**src/rtl/rp_acq_seq.sv**
```systemverilog
// Acquisition sequencer for one ADC buffer channel: reset/arm pulses, pre-trigger gating,
// shot counting and holdoff re-arm. Optional auto-trigger timeout under RP_ACQ_SEQ_AUTOTRIG_EN.
module rp_acq_seq #(
    parameter int SHOT_W = 16,
    parameter int HOLD_W = 32
) (
    input  logic              adc_clk_i,
    input  logic              adc_rst_i,
    input  logic              cfg_start_i,
    input  logic              cfg_stop_i,
    input  logic [SHOT_W-1:0] cfg_shots_i,
    input  logic [HOLD_W-1:0] cfg_holdoff_i,
    input  logic [31:0]       cfg_pretrig_i,
    input  logic              trig_i,
    input  logic [31:0]       sm_we_cnt_i,
    input  logic              sm_we_i,
    input  logic              sm_dly_do_i,
    output logic              rst_do_o,
    output logic              arm_do_o,
    output logic              trig_o,
    output logic              busy_o,
    output logic              done_o,
    output logic [SHOT_W-1:0] shot_cnt_o,
    output logic [2:0]        state_o
`ifdef RP_ACQ_SEQ_AUTOTRIG_EN
    ,
    input  logic [31:0]       cfg_timeout_i,
    output logic              autotrig_o
`endif
);

    typedef enum logic [2:0] {
        S_IDLE = 3'd0,
        S_RST  = 3'd1,
        S_ARM  = 3'd2,
        S_PRE  = 3'd3,
        S_WAIT = 3'd4,
        S_POST = 3'd5,
        S_HOLD = 3'd6
    } state_t;

    state_t            r_state;
    state_t            w_next;
    logic [SHOT_W-1:0] r_shot_cnt;
    logic [SHOT_W-1:0] w_cnt_inc;
    logic [HOLD_W-1:0] r_hold;
    logic              r_done;
    logic              r_stop_rst;
    logic              w_post_exit;
    logic              w_last;
    logic              w_stop;
    logic              w_auto;

    assign w_stop    = cfg_stop_i && (r_state != S_IDLE);
    assign w_cnt_inc = (r_shot_cnt == {SHOT_W{1'b1}}) ? r_shot_cnt
                                                      : r_shot_cnt + {{(SHOT_W-1){1'b0}}, 1'b1};
    assign w_last    = (cfg_shots_i != {SHOT_W{1'b0}}) && (w_cnt_inc == cfg_shots_i);

`ifdef RP_ACQ_SEQ_AUTOTRIG_EN
    logic [31:0] r_tmo;
    logic        r_autotrig;

    // A real trigger on the expiry cycle takes precedence over the auto-trigger
    assign w_auto     = (r_state == S_WAIT) && !trig_i && (cfg_timeout_i != 32'd0) && (r_tmo == 32'd0);
    assign autotrig_o = r_autotrig;

    // Timeout counter reloaded on WAIT entry; auto-trigger flag cleared on re-arm
    always_ff @(posedge adc_clk_i) begin
        if (adc_rst_i) begin
            r_tmo      <= 32'd0;
            r_autotrig <= 1'b0;
        end else begin
            if ((w_next == S_WAIT) && (r_state != S_WAIT)) begin
                r_tmo <= cfg_timeout_i;
            end else if ((r_state == S_WAIT) && (r_tmo != 32'd0)) begin
                r_tmo <= r_tmo - 32'd1;
            end
            if (w_auto && (w_next == S_POST)) begin
                r_autotrig <= 1'b1;
            end else if (w_next == S_RST) begin
                r_autotrig <= 1'b0;
            end
        end
    end
`else
    assign w_auto = 1'b0;
`endif

    // State register
    always_ff @(posedge adc_clk_i) begin
        if (adc_rst_i) begin
            r_state <= S_IDLE;
        end else begin
            r_state <= w_next;
        end
    end

    // Next-state logic; stop overrides everything outside IDLE
    always_comb begin
        w_next      = r_state;
        w_post_exit = 1'b0;
        if (w_stop) begin
            w_next = S_IDLE;
        end else begin
            case (r_state)
                S_IDLE: begin
                    if (cfg_start_i && !cfg_stop_i) w_next = S_RST;
                    else                            w_next = S_IDLE;
                end
                S_RST:  w_next = S_ARM;
                S_ARM:  w_next = S_PRE;
                S_PRE: begin
                    if (sm_we_cnt_i >= cfg_pretrig_i) w_next = S_WAIT;
                    else                              w_next = S_PRE;
                end
                S_WAIT: begin
                    if (trig_i || w_auto) w_next = S_POST;
                    else                  w_next = S_WAIT;
                end
                S_POST: begin
                    if (!sm_we_i && !sm_dly_do_i) begin
                        w_post_exit = 1'b1;
                        w_next      = w_last ? S_IDLE : S_HOLD;
                    end else begin
                        w_next = S_POST;
                    end
                end
                S_HOLD: begin
                    if (r_hold == {HOLD_W{1'b0}}) w_next = S_RST;
                    else                          w_next = S_HOLD;
                end
                default: w_next = S_IDLE;
            endcase
        end
    end

    // Shot counter, holdoff counter, done pulse and post-stop buffer reset pulse
    always_ff @(posedge adc_clk_i) begin
        if (adc_rst_i) begin
            r_shot_cnt <= {SHOT_W{1'b0}};
            r_hold     <= {HOLD_W{1'b0}};
            r_done     <= 1'b0;
            r_stop_rst <= 1'b0;
        end else begin
            r_done     <= w_post_exit && w_last;
            r_stop_rst <= w_stop;
            if ((r_state == S_IDLE) && (w_next == S_RST)) begin
                r_shot_cnt <= {SHOT_W{1'b0}};
            end else if (w_post_exit) begin
                r_shot_cnt <= w_cnt_inc;
            end
            if (w_post_exit && !w_last) begin
                r_hold <= cfg_holdoff_i;
            end else if ((r_state == S_HOLD) && (r_hold != {HOLD_W{1'b0}})) begin
                r_hold <= r_hold - {{(HOLD_W-1){1'b0}}, 1'b1};
            end
        end
    end

    assign rst_do_o   = (r_state == S_RST) || r_stop_rst;
    assign arm_do_o   = (r_state == S_ARM);
    assign trig_o     = (trig_i && (r_state == S_WAIT)) || w_auto;
    assign busy_o     = (r_state != S_IDLE);
    assign done_o     = r_done;
    assign shot_cnt_o = r_shot_cnt;
    assign state_o    = r_state;

endmodule

```
**config.mk**
```make
export PLATFORM = sky130hd
export DESIGN_NAME = rp_acq_seq
export DESIGN_NICKNAME = d
export VERILOG_FILES = /design/src/rtl/rp_acq_seq.sv
export SDC_FILE = /design/constraint.sdc
export NUM_CORES = 1
export LEC_CHECK = 0
export CAP_MARGIN = 10
export CELL_PAD_IN_SITES_DETAIL_PLACEMENT = 0
export CELL_PAD_IN_SITES_GLOBAL_PLACEMENT = 2
export CORE_MARGIN = 10
export CORE_UTILIZATION = 25
export CTS_CLUSTER_DIAMETER = 80
export DETAILED_ROUTE_END_ITERATION = 10
export GPL_TIMING_DRIVEN = 0
export PLACE_DENSITY_LB_ADDON = 0.25
export SYNTH_ARGS = -nofsm -noshare
export SYNTH_HDL_FRONTEND = slang
export SYNTH_SLANG_ARGS = --single-unit
```
**constraint.sdc**
```tcl
create_clock -name adc_clk_i -period 9.2 [get_ports adc_clk_i]
set_input_delay 0.92 -clock adc_clk_i [delete_from_list [all_inputs] [get_ports adc_clk_i]]
set_output_delay 0.92 -clock adc_clk_i [all_outputs]
set_load 0.02 [all_outputs]
```
==> impl_metrics.toml <==
[final_layout]
layout.cells.non_filler = 936
layout_commonest_cell = "clkdlybuf4s50_1"
syn_to_final_growth_pct = 43.3
most-common-layout-cells = "clkdlybuf4s50_1 (141), nor2_1 (70), dfxtp_1 (53)"
final_area_um2 = 6180
drive_gt1_share_pct = 5.73
post-route-util_pct = 36.9
fillCellCount = 1784
fin_nets = 868
diodes = 0

[pwr]
p_per_area_nw_per_um2 = 94.0
p_leak_nw = 2.31
total_power_mw = 0.581
peakVddDrop_mv = 0.102

[placement]
port_buffers = 141
globalplace.congestion = 0.852
placed_area_um2 = 6000
dp_hpwl_um = 12900
place.detailed.instances = 928
dpl_worst_slack_ps = 5390

[timing]
tns_ps = 0
layout_setup_ws_ps = 5480
fin_worst_skew_ps = 15.9
tightest_slew_ps = 855
rsz0062_at_grt = "false"
fmax_ghz = 0.269
fin_crit_sh_pct = 40.5
period_minus_slack_ps = 3720
maxSlewViolCount = 0
hold_violations = 0
relSlewSlack_pct = 42.7
hold-worst-slack_ps = 477
setup_viol = 0

[grt]
grt_first_pass_wirelength_um = 24600
grt_max_degree = 19
antenna_found_initial = 0
grt.total_usage_pct = 13.4
grt-ovfl-total = 0
grt_pass1_vias = 4624

[synthesis]
synthArstFlopShare_pct = 0
synth_cells = 567
synth_top_family_by_area = "simple AND/OR/NAND/NOR gates"
yosys_warnings = 0
netlist_area_um2 = 4310
yosysSeqAreaShare_pct = 24.6
muxShareOfSynthArea_pct = 1.39
synth_nets = 720
synth_compound_area_share_pct = 19.7
synth-edff-count = 0
ys_types = 58
ys.flop_type = "dfxtp_1"
synth.avg_cell_area_um2 = 7.61
synthSimpleGateAreaFrac_pct = 29.6
ys_seq_elements = 53
synthXorXnorAreaFrac_pct = 8.12
yosys.area_share.adder_pct = 9.86

[floorplan]
fp-row-count = 47
die_y_um = 151
core_um2 = 16800
die_x_um = 151
start_util_pct = 25.7
pin_count = 143
die_area_um2 = 22900

[route]
wire_per_inst_um = 16.6
ant_nets = 0
vias_per_cell = 4.86
drc = 0
wl_um = 15600
routed-via-count = 4551
drt_iter0_drc = 188
first_pass_iters = 5

[worst_setup_path]
cp.required_ps = 9360
cp_max_fo = 10
crit_chain = "clkbuf_1 > nand3_1 > nor4_1 > xnor2_1 > mux2i_1 > or4_4 > nor4_4 > nand2b_1 > buf_6 > buf_4 > a211oi_2"
path_buf_inv = 3
critPathMaxStageDelay_ps = 600
cpLargestDelayFamily = "simple AND/OR/NAND/NOR gates"
end_kind = "register"
critPathSlowestCell = "nor4_1"
cp-start-kind = "register"
crit_type = "reg2reg"
arrival_ps = 3880

[cts]
root_buffer = "clkbuf_16"
cts_resized = 0
htreeDepth = 2
clock_latency_ps = 310
clockBufferDepth = 2
cts_tree = "done"
clk_pin_slew_worst_paths_ps = 90
cts_sinks = 53
hold_buffers = 0
post_cts_buffers = 0
numCtsBuffers = 5

[flow_run]
cap_viol_max_count = 0

[status]
status = "completed"

[min_path]
holdCritPathClass = "reg2reg"
cell type report:
cell class	count	area (µm²)	share of cell area, %
plain buffers	26	131	2.13
clock buffers	5	125	2.02
clock inverters	3	50.0	0.810
inverters	42	158	2.55
multi-input cells	446	2970	48.0
flip-flops and latches	53	1060	17.2
well taps	220	275	4.45
repair buffers	141	1410	22.8
registers in the layout (all words and copies together) (netlist names):
signal,flops
done_o,1
state_o,3
r_hold,32
shot_cnt_o,16
r_stop_rst,1
per-layer routing:
layer  vias up  track usage [%]  part of all wire (%)
met4         0             2.26                  0.52
li1       2346                -                     -
met5         -                0                     0
met1      2097             16.1                    43
met2       101             23.7                    50
met3         7             3.40                   6.0
cells by family (layout without fill, tap and decap cells):
group,count (synthesis),in the layout
compound gates,123,123
fa+ha+maj,34,34
xor+xnor,40,40
flops,53,53
buf+inv,68,217
mux,6,6
simple gates,243,243
synthesized netlist by cell type, types with 4 or more instances:
library cell	n	area share, %
nand3_1	19	2.2
buf_2	6	0.70
a211oi_1	6	1.0
nor2_1	70	6.1
a31oi_1	6	0.87
o211ai_1	5	0.87
nand2b_1	12	1.7
o31ai_1	4	0.70
or4_1	8	1.4
or2_2	5	0.73
xor2_1	9	1.8
nor3b_1	4	0.70
a21oi_1	27	3.1
nand4_1	15	2.2
ha_1	34	9.9
a211oi_2	11	3.2
and3_1	6	0.87
dfxtp_1	53	25
nand2_1	37	3.2
o21a_1	4	0.70
mux2i_1	6	1.4
nor2b_1	4	0.58
nor4_1	16	2.3
a21o_1	7	1.2
clkbuf_1	14	1.2
xnor2_1	31	6.3
or3_1	10	1.5
inv_1	42	3.7
nor3_1	20	2.3
o21ai_0	29	3.4
worst reg2reg max path, cell delays in order (launching register included):
cell	delay (ps)
dfxtp_1	330
clkbuf_1	270
nand3_1	280
nor4_1	600
xnor2_1	200
mux2i_1	100
or4_4	560
nor4_4	520
nand2b_1	210
buf_6	170
buf_4	250
a211oi_2	90
where the power goes:
part	internal, mW	total [mW]	switching (mW)
Clock	0.131	0.231	0.0993
Combinational	0.0708	0.119	0.0486
Sequential	0.230	0.231	0.000581
Total	0.432	0.581	0.149
worst paths after layout:
path | start | cells past startpoint | slack (ps) | endpoint
hold reg to reg | r_hold[13] | 2 | 480 | r_hold[13]
setup / recovery | shot_cnt_o[6] | 11 | 5480 | r_hold[8]
setup reg to reg | shot_cnt_o[6] | 11 | 5480 | r_hold[8]
hold / removal | r_hold[13] | 2 | 480 | r_hold[13]
Power figures use the tool's default switching activity.
